**src/rtl/seu_err_collector.sv**
```systemverilog
// Error collector for the SET detector array: per-source saturating counters,
// sticky status, first-error capture, threshold interrupt and a 4-phase clear handshake.
module seu_err_collector #(
    parameter int N_SRC     = 4,
    parameter int CNT_W     = 8,
    parameter int INTR_TH   = 1,
    parameter int BLANK_CYC = 2,
    parameter int IDX_W     = (N_SRC > 1) ? $clog2(N_SRC) : 1
) (
    input  logic                     clk_i,
    input  logic                     rst_i,
    input  logic [N_SRC-1:0]         err_i,
    input  logic [N_SRC-1:0]         mask_i,
    input  logic                     clr_req_i,
    input  logic [N_SRC-1:0]         clr_src_i,
    output logic                     clr_ack_o,
    output logic [N_SRC-1:0]         status_o,
    output logic [N_SRC*CNT_W-1:0]   cnt_o,
    output logic                     first_vld_o,
    output logic [IDX_W-1:0]         first_idx_o,
    output logic                     irq_o
);

    localparam int                BW         = (BLANK_CYC > 1) ? $clog2(BLANK_CYC) : 1;
    localparam logic [BW-1:0]     BLANK_LAST = BW'((BLANK_CYC > 0) ? BLANK_CYC - 1 : 0);
    localparam logic [CNT_W-1:0]  CNT_MAX    = '1;
    localparam logic [CNT_W-1:0]  CNT_TH     = CNT_W'(INTR_TH);

    typedef enum logic [1:0] {ST_BLANK, ST_RUN, ST_CLR, ST_ACK} state_t;

    function automatic logic [CNT_W-1:0] sat_inc(input logic [CNT_W-1:0] c);
        return (c == CNT_MAX) ? c : c + 1'b1;
    endfunction

    function automatic logic [IDX_W-1:0] lowest_idx(input logic [N_SRC-1:0] v);
        lowest_idx = '0;
        for (int i = N_SRC - 1; i >= 0; i--) begin
            if (v[i]) lowest_idx = IDX_W'(i);
        end
    endfunction

    state_t             r_state, w_state_nxt;
    logic [BW-1:0]      r_blank_cnt, w_blank_nxt;
    logic [CNT_W-1:0]   r_cnt [N_SRC];
    logic [CNT_W-1:0]   w_cnt_nxt [N_SRC];
    logic [N_SRC-1:0]   r_status, w_status_nxt;
    logic               r_first_vld, w_first_vld_nxt;
    logic [IDX_W-1:0]   r_first_idx, w_first_idx_nxt;
    logic               r_irq, w_irq_nxt;
    logic [N_SRC-1:0]   w_ev;
    logic               w_clr_fire;
    logic               w_rearm;
    logic               w_vld_base;

    always_comb begin
        w_state_nxt = r_state;
        w_blank_nxt = r_blank_cnt;
        case (r_state)
            ST_BLANK: begin
                if (r_blank_cnt == BLANK_LAST) w_state_nxt = ST_RUN;
                else                           w_blank_nxt = r_blank_cnt + 1'b1;
            end
            ST_RUN:  if (clr_req_i)  w_state_nxt = ST_CLR;
            ST_CLR:                  w_state_nxt = ST_ACK;
            ST_ACK:  if (!clr_req_i) w_state_nxt = ST_RUN;
            default:                 w_state_nxt = ST_BLANK;
        endcase
    end

    // Detector outputs are unreset, so nothing is trusted until blanking ends.
    assign w_ev       = (r_state != ST_BLANK) ? (err_i & ~mask_i) : '0;
    assign w_clr_fire = (r_state == ST_RUN) && clr_req_i;

    always_comb begin
        w_status_nxt = r_status;
        w_irq_nxt    = 1'b0;
        for (int i = 0; i < N_SRC; i++) begin
            w_cnt_nxt[i] = r_cnt[i];
            if (w_clr_fire && clr_src_i[i]) begin
                w_cnt_nxt[i]    = CNT_W'(w_ev[i]);
                w_status_nxt[i] = w_ev[i];
            end else if (w_ev[i]) begin
                w_cnt_nxt[i]    = sat_inc(r_cnt[i]);
                w_status_nxt[i] = 1'b1;
            end
            if ((w_cnt_nxt[i] >= CNT_TH) && !mask_i[i]) w_irq_nxt = 1'b1;
        end
    end

    // Clearing the captured source re-arms capture; an event on the same edge recaptures.
    assign w_rearm    = w_clr_fire && r_first_vld && clr_src_i[r_first_idx];
    assign w_vld_base = r_first_vld && !w_rearm;

    always_comb begin
        w_first_vld_nxt = w_vld_base;
        w_first_idx_nxt = r_first_idx;
        if (!w_vld_base && (w_ev != '0)) begin
            w_first_vld_nxt = 1'b1;
            w_first_idx_nxt = lowest_idx(w_ev);
        end
    end

    always_ff @(posedge clk_i) begin
        if (rst_i) begin
            r_state     <= ST_BLANK;
            r_blank_cnt <= '0;
            r_status    <= '0;
            r_first_vld <= 1'b0;
            r_first_idx <= '0;
            r_irq       <= 1'b0;
            for (int i = 0; i < N_SRC; i++) r_cnt[i] <= '0;
        end else begin
            r_state     <= w_state_nxt;
            r_blank_cnt <= w_blank_nxt;
            r_status    <= w_status_nxt;
            r_first_vld <= w_first_vld_nxt;
            r_first_idx <= w_first_idx_nxt;
            r_irq       <= w_irq_nxt;
            for (int i = 0; i < N_SRC; i++) r_cnt[i] <= w_cnt_nxt[i];
        end
    end

    always_comb begin
        for (int i = 0; i < N_SRC; i++) cnt_o[i*CNT_W +: CNT_W] = r_cnt[i];
    end

    assign clr_ack_o   = (r_state == ST_CLR) || (r_state == ST_ACK);
    assign status_o    = r_status;
    assign first_vld_o = r_first_vld;
    assign first_idx_o = r_first_idx;
    assign irq_o       = r_irq;

endmodule
```
**config.mk**
```make
export PLATFORM = sky130hd
export DESIGN_NAME = seu_err_collector
export DESIGN_NICKNAME = d
export VERILOG_FILES = /design/src/rtl/seu_err_collector.sv
export SDC_FILE = /design/constraint.sdc
export NUM_CORES = 1
export LEC_CHECK = 0
export CORE_MARGIN = 1
export CORE_UTILIZATION = 46
export DETAILED_ROUTE_END_ITERATION = 6
export PLACE_DENSITY = 0.75
export SLEW_MARGIN = 20
export SYNTH_ARGS = -nofsm -noshare
export SYNTH_HDL_FRONTEND = slang
export SYNTH_SLANG_ARGS = --single-unit
```
**constraint.sdc**
```tcl
create_clock -name clk_i -period 2.31 [get_ports clk_i]
set_input_delay 0.462 -clock clk_i [delete_from_list [all_inputs] [get_ports clk_i]]
set_output_delay 0.462 -clock clk_i [all_outputs]
set_load 0.01 [all_outputs]
```
Yosys cells after proc, flatten, opt, wreduce, memory -nomap -nowiden
Memories as Yosys holds them, arrays and structs flattened.
Cells that the tools add are included.
{ "word_totals": {"regBits": 11, "word_cells": 108, "in_bits": 15, "out_inout_bits": 41, "n_memories": 1, "ramBits": 32} }
{ "classes": {"add_sub_neg": 5, "bitwise_logic": 6, "reduce_logical": 28, "mux": 44, "order_cmp": 5, "n_eq_ne": 10} }
{ "memory_table": {"columns": ["memory", "words", "width", "read_ports", "rd_ports_with_merged_regs", "write_ports", "line_no", "source"], "rows": [
  ["r_cnt", 4, 8, 4, 0, 4, "44", "logic [CNT_W-1:0] r_cnt [N_SRC];"]
]} }
{ "op_table": {"columns": ["cell", "n"], "rows": [
  ["$mux 8", 16],
  ["$add 8x1->8 const B", 4],
  ["$eq 8x8->1 const B", 4],
  ["$ge 8x1->1 const B", 4],
  ["$mux 1", 18],
  ["$mux 2", 7],
  ["$logic_and 1x1->1", 13],
  ["$reduce_bool 2->1", 5],
  ["$pmux 2 s4", 1],
  ["$logic_not 1->1", 6],
  ["$ne 2x2->1 const B", 3],
  ["$and 4x4->4", 1],
  ["$eq 2x2->1 const B", 2],
  ["$mux 4", 1],
  ["$not 4->4", 1],
  ["$or 1x1->1", 4],
  ["$reduce_bool 4->1", 1],
  ["$lt 2x3->1 const B", 1],
  ["$reduce_and 3->1", 1],
  ["$bmux 1 s2", 1],
  ["$eq 2x1->1 const B", 1],
  ["$logic_not 2->1", 1],
  ["$add 1x1->1 const B", 1],
  ["$logic_or 1x1->1", 1]
]} }

Longest topological paths before layout
{ "logic_depth": {"ltp_word": 11, "mapped_depth": 10, "ltp_nobuf": 8} }

Worst setup path after synthesis
No wires, ideal clock.
{ "synth_timing": {"kind": "register -> register", "from": "register r_state[0]", "to": "register r_irq (netlist: irq_o)", "period_less_slack_ns": 2.342, "setup_slack_ns": -0.032, "t_required_ns": 2.172, "stages_incl_launch_ff": 10, "setup_ns": 0.138, "n_path_buf": 1, "arrival_ns": 2.204, "cell_sequence": "dfxtp_1 > inv_1 > ha_1 > buf_4 > or3b_4 > or4b_1 > a21oi_1 > a311oi_1 > o31ai_2 > a41oi_1"} }
{ "synth_between": {"elab_chain_cells": 10, "elab_cells_between_ends": 28, "classes_between": "order compare (4); eq/ne (1); mux (13); reduce/logical (10)"} }
{ "synth_lines": {"columns": ["item", "line_no", "source"], "rows": [
  ["start: declaration", "42", "state_t r_state, w_state_nxt;"],
  ["start signal: assignment", "113", "r_state <= w_state_nxt;"],
  ["$reduce_bool 2->1 / $eq 2x1->1 (equally long branches)", "71, 72", null],
  ["$mux 4 / $logic_and 1x1->1 (equally long branches)", "71, 72", null],
  ["$mux 8 / $logic_and 1x1->1 (equally long branches)", "82, 79", null],
  ["$mux 8", "79", "if (w_clr_fire && clr_src_i[i]) begin"],
  ["$ge 8x1->1", "86", "if ((w_cnt_nxt[i] >= CNT_TH) && !mask_i[i]) w_irq_nxt = 1'b1;"],
  ["$logic_and 1x1->1", "86", null],
  ["$mux 1 (3 in series)", "86", null],
  ["$mux 1 *", "86", null],
  ["end signal: assignment", "118", "r_irq <= w_irq_nxt;"],
  ["end: declaration", "49", "logic r_irq, w_irq_nxt;"]
]} }
Every way passes the cells marked *; elsewhere a longest branch is shown, timed or not.
A chain may end at the register's enable or synchronous reset.

Final worst setup path
Ends and elaborated chain as after synthesis.

==> metrics <==
result of the run=complete, no violations; post-route design area=~3900 sq um; multi-input logic area=1780 sq um; first-iteration detailed-routing DRC count=147; maximum clock skew at final layout=0.00518 ns; number of top-level design ports=56; clock latency on the worst-skew pair=0.30 ns; first-pass GRT wire length=12,900 um; Die X-Extent=78.2 um; slowest CP cell=or4b_4; Leakage=0.00155 uW; initial standard-cell utilization of the core=0.483; clock transition at the registers of the reported paths=roughly 0.080 ns; die outline height=roughly 78 um; global placement routability congestion=0.925; share of layout cells above drive strength 1=0.231; number of clock buffers inserted by TritonCTS=5; minimum setup slack among reg-to-reg paths=between 0.006 and 0.007 ns; half-perimeter wire length after placement=5880 um; mean instance size in the synthesized netlist=between 8 and 9 sq um; synth unique cells=61; deepest clock path buffer count=2; Worst path top cell family by delay=simple AND/OR/NAND/NOR gates; arrival time worst endpoint=2.48 ns; Nets=468; Diodes inserted=0; Synth Register Bits=43; Tcrit/Tclk final=0.997; final WL=7740 um; number of antenna violations at the first check in global routing=0; master cell of the clock root buffer=clkbuf_8; hold bufs inserted after CTS=0; power density cells=between 600 and 700 nW/um^2; Worst Hold Class=flip-flop to flip-flop; largest net degree at the start of global routing=15; MaxCap Viol Count=0; cells along the critical path=inv_2 -> ha_4 -> buf_12 -> or3b_4 -> or4b_4 -> a21oi_2 -> a311oi_2 -> o31ai_2 -> a41oi_1; final setup fails=0; fin. max-slew vios=0; TritonCTS clock tree=done; wire per inst=14.9 um; Async SR Flop Fraction=0; Post-Route Setup TNS=0 ns; critical path start-end classification=flip-flop to flip-flop; Hold Violations, Final=0; All-Layer GR Usage=0.263; cell row count=27; most used flip-flop cell after synthesis=dfxtp_1; area taken by flip-flops and latches=863 sq um; max-slew headroom at the worst pin=0.722; biggest area contributors in the synthesized netlist=dfxtp_1 32%, nor2_1 6.7%, mux2i_1 5.6%; post-layout util=0.708; Critical Path Source Type=flip-flop; crit path max fanout=5; fmax=0.434 GHz; clock net sink count=43; post-detailed-route DRC marker count=0; syn_nets=356; htree depth=2; antenna-violating nets left=0; count of flip-flops with a built-in enable after synthesis=0; crit path time final=2.30 ns; count of input and output buffers=55; synthesis-to-finish area growth=46.6%; area of the die=slightly above 6000 sq um; area leader, netlist=dfxtp_1; most frequent cells in the layout=64 x buf_4, 55 x clkdlybuf4s50_1, 47 x nor2_1; DR vias=2,964; share of Yosys cell area claimed by the top area cell type=0.322; Yosys Warn Count=0; commonest non-fill, non-tap cell in the layout=buf_4; unrepaired setup endpoints after global routing=yes; number of global-route vias before repair=2,758; cell area reported after detailed placement=3730 sq um; Critical path buffers and inverters=2; vias per inst=about 5.7; transition time of the tightest slew-check pin=0.413 ns; Design Power=2480 uW; residual overflow from global routing=0; 1st-pass router iterations=4; cell area after synthesis=2670 sq um; Crit. End Element=flip-flop; fill cell instance count of the final layout=464; delay contributed by the slowest stage of the critical path=0.49 ns; Placeable Area=5540 sq um; required time at the endpoint of the critical path=2.49 ns; Max rail drop VDD=0.434 mV; fraction of the yosys area taken by sequential cells=0.322; Cells after Synth=roughly 330
worst reg2reg max path, delay by kind of cell, from the launching register on:
kind	cells	cell delay, ns
compound gates	4	0.64
fa+ha+maj	1	0.16
simple gates	2	0.87
buf+inv	2	0.18
flops	1	0.34
synth_stat cells, drive strengths merged, types with 3 or more instances:
master  number
o211ai       4
a21oi       14
o21ai       20
nand4       12
inv          9
dfxtp       43
a211oi       4
nor2b        5
a31oi        4
xor2         6
nor3        12
nor2        49
nand2b       6
nor4         5
nand2       22
clkbuf       8
or3b         4
nor3b        8
buf          7
or3          3
mux2i       15
ha           8
and3        11
nand3       14
cells by family (layout without fill, tap and decap cells):
group | Yosys count | in the layout | share of synthesized area
simple gates | 162 | 162 | 0.326
compound gates | 70 | 70 | 0.175
flops | 43 | 43 | 0.322
buf+inv | 24 | 137 | 0.0402
mux | 18 | 18 | 0.0730
fa+ha+maj | 8 | 8 | 0.0374
xor+xnor | 8 | 8 | 0.0262
area by class of cell:
| type | instances | share of cell area |
|---|---|---|
| Clock buffer | 8 | 0.0255 |
| Inverter | 9 | 0.00862 |
| Multi-Input combinational cell | 266 | 0.455 |
| Sequential cell | 43 | 0.220 |
| Tap cell | 72 | 0.0230 |
| Timing Repair Buffer | 120 | 0.268 |
report_power, final:
group	internal, uW	leakage [uW]	switching, uW
combinational	580	0.00115	517
clock	273	0.0000515	261
sequential	809	0.000349	43.9
total	1660	0.00155	822
what timing repair did:
action,4_1_cts,5_1_grt
setup buffers,0,2
gates resized for setup,9,9
pin swaps,8,2
setup endpoints to repair,1,1
hold endpoints to repair,0,0
sequential cells by signal (all words and copies together) (netlist names):
name         count
r_cnt           32
first_vld_o      1
r_state          2
irq_o            1
first_idx_o      2
r_blank_cnt      1
status_o         4
worst paths after layout:
path / start / endpoint / cells past startpoint
max: r_state[0] / irq_o / 9
min: r_blank_cnt / r_blank_cnt / 2
max reg2reg: r_state[0] / irq_o / 9
min reg2reg: r_blank_cnt / r_blank_cnt / 2
metrics by stage:
stage | cells | setup slack (ns) | hold slack (ns)
finish | 518 | 0.00612 | 0.471
CTS | 516 | -0.0109 | 0.475
detailed placement | 508 | -0.363 | 0.457
global route | 518 | -0.0720 | 0.489
floorplan | 333 | 0.00316 | 0.435
global placement | 508 | -0.362 | 0.444
routing by layer:
| layer | vias up | part of all wire | GRT usage |
|---|---|---|---|
| met5 | - | 0 | 0 |
| met4 | 0 | 0.021 | 0.111 |
| met3 | 13 | 0.036 | 0.0395 |
| met2 | 81 | 0.50 | 0.449 |
| met1 | 1416 | 0.44 | 0.328 |
| li1 | 1454 | - | - |
Note: power is estimated with default switching activity, not from simulation.
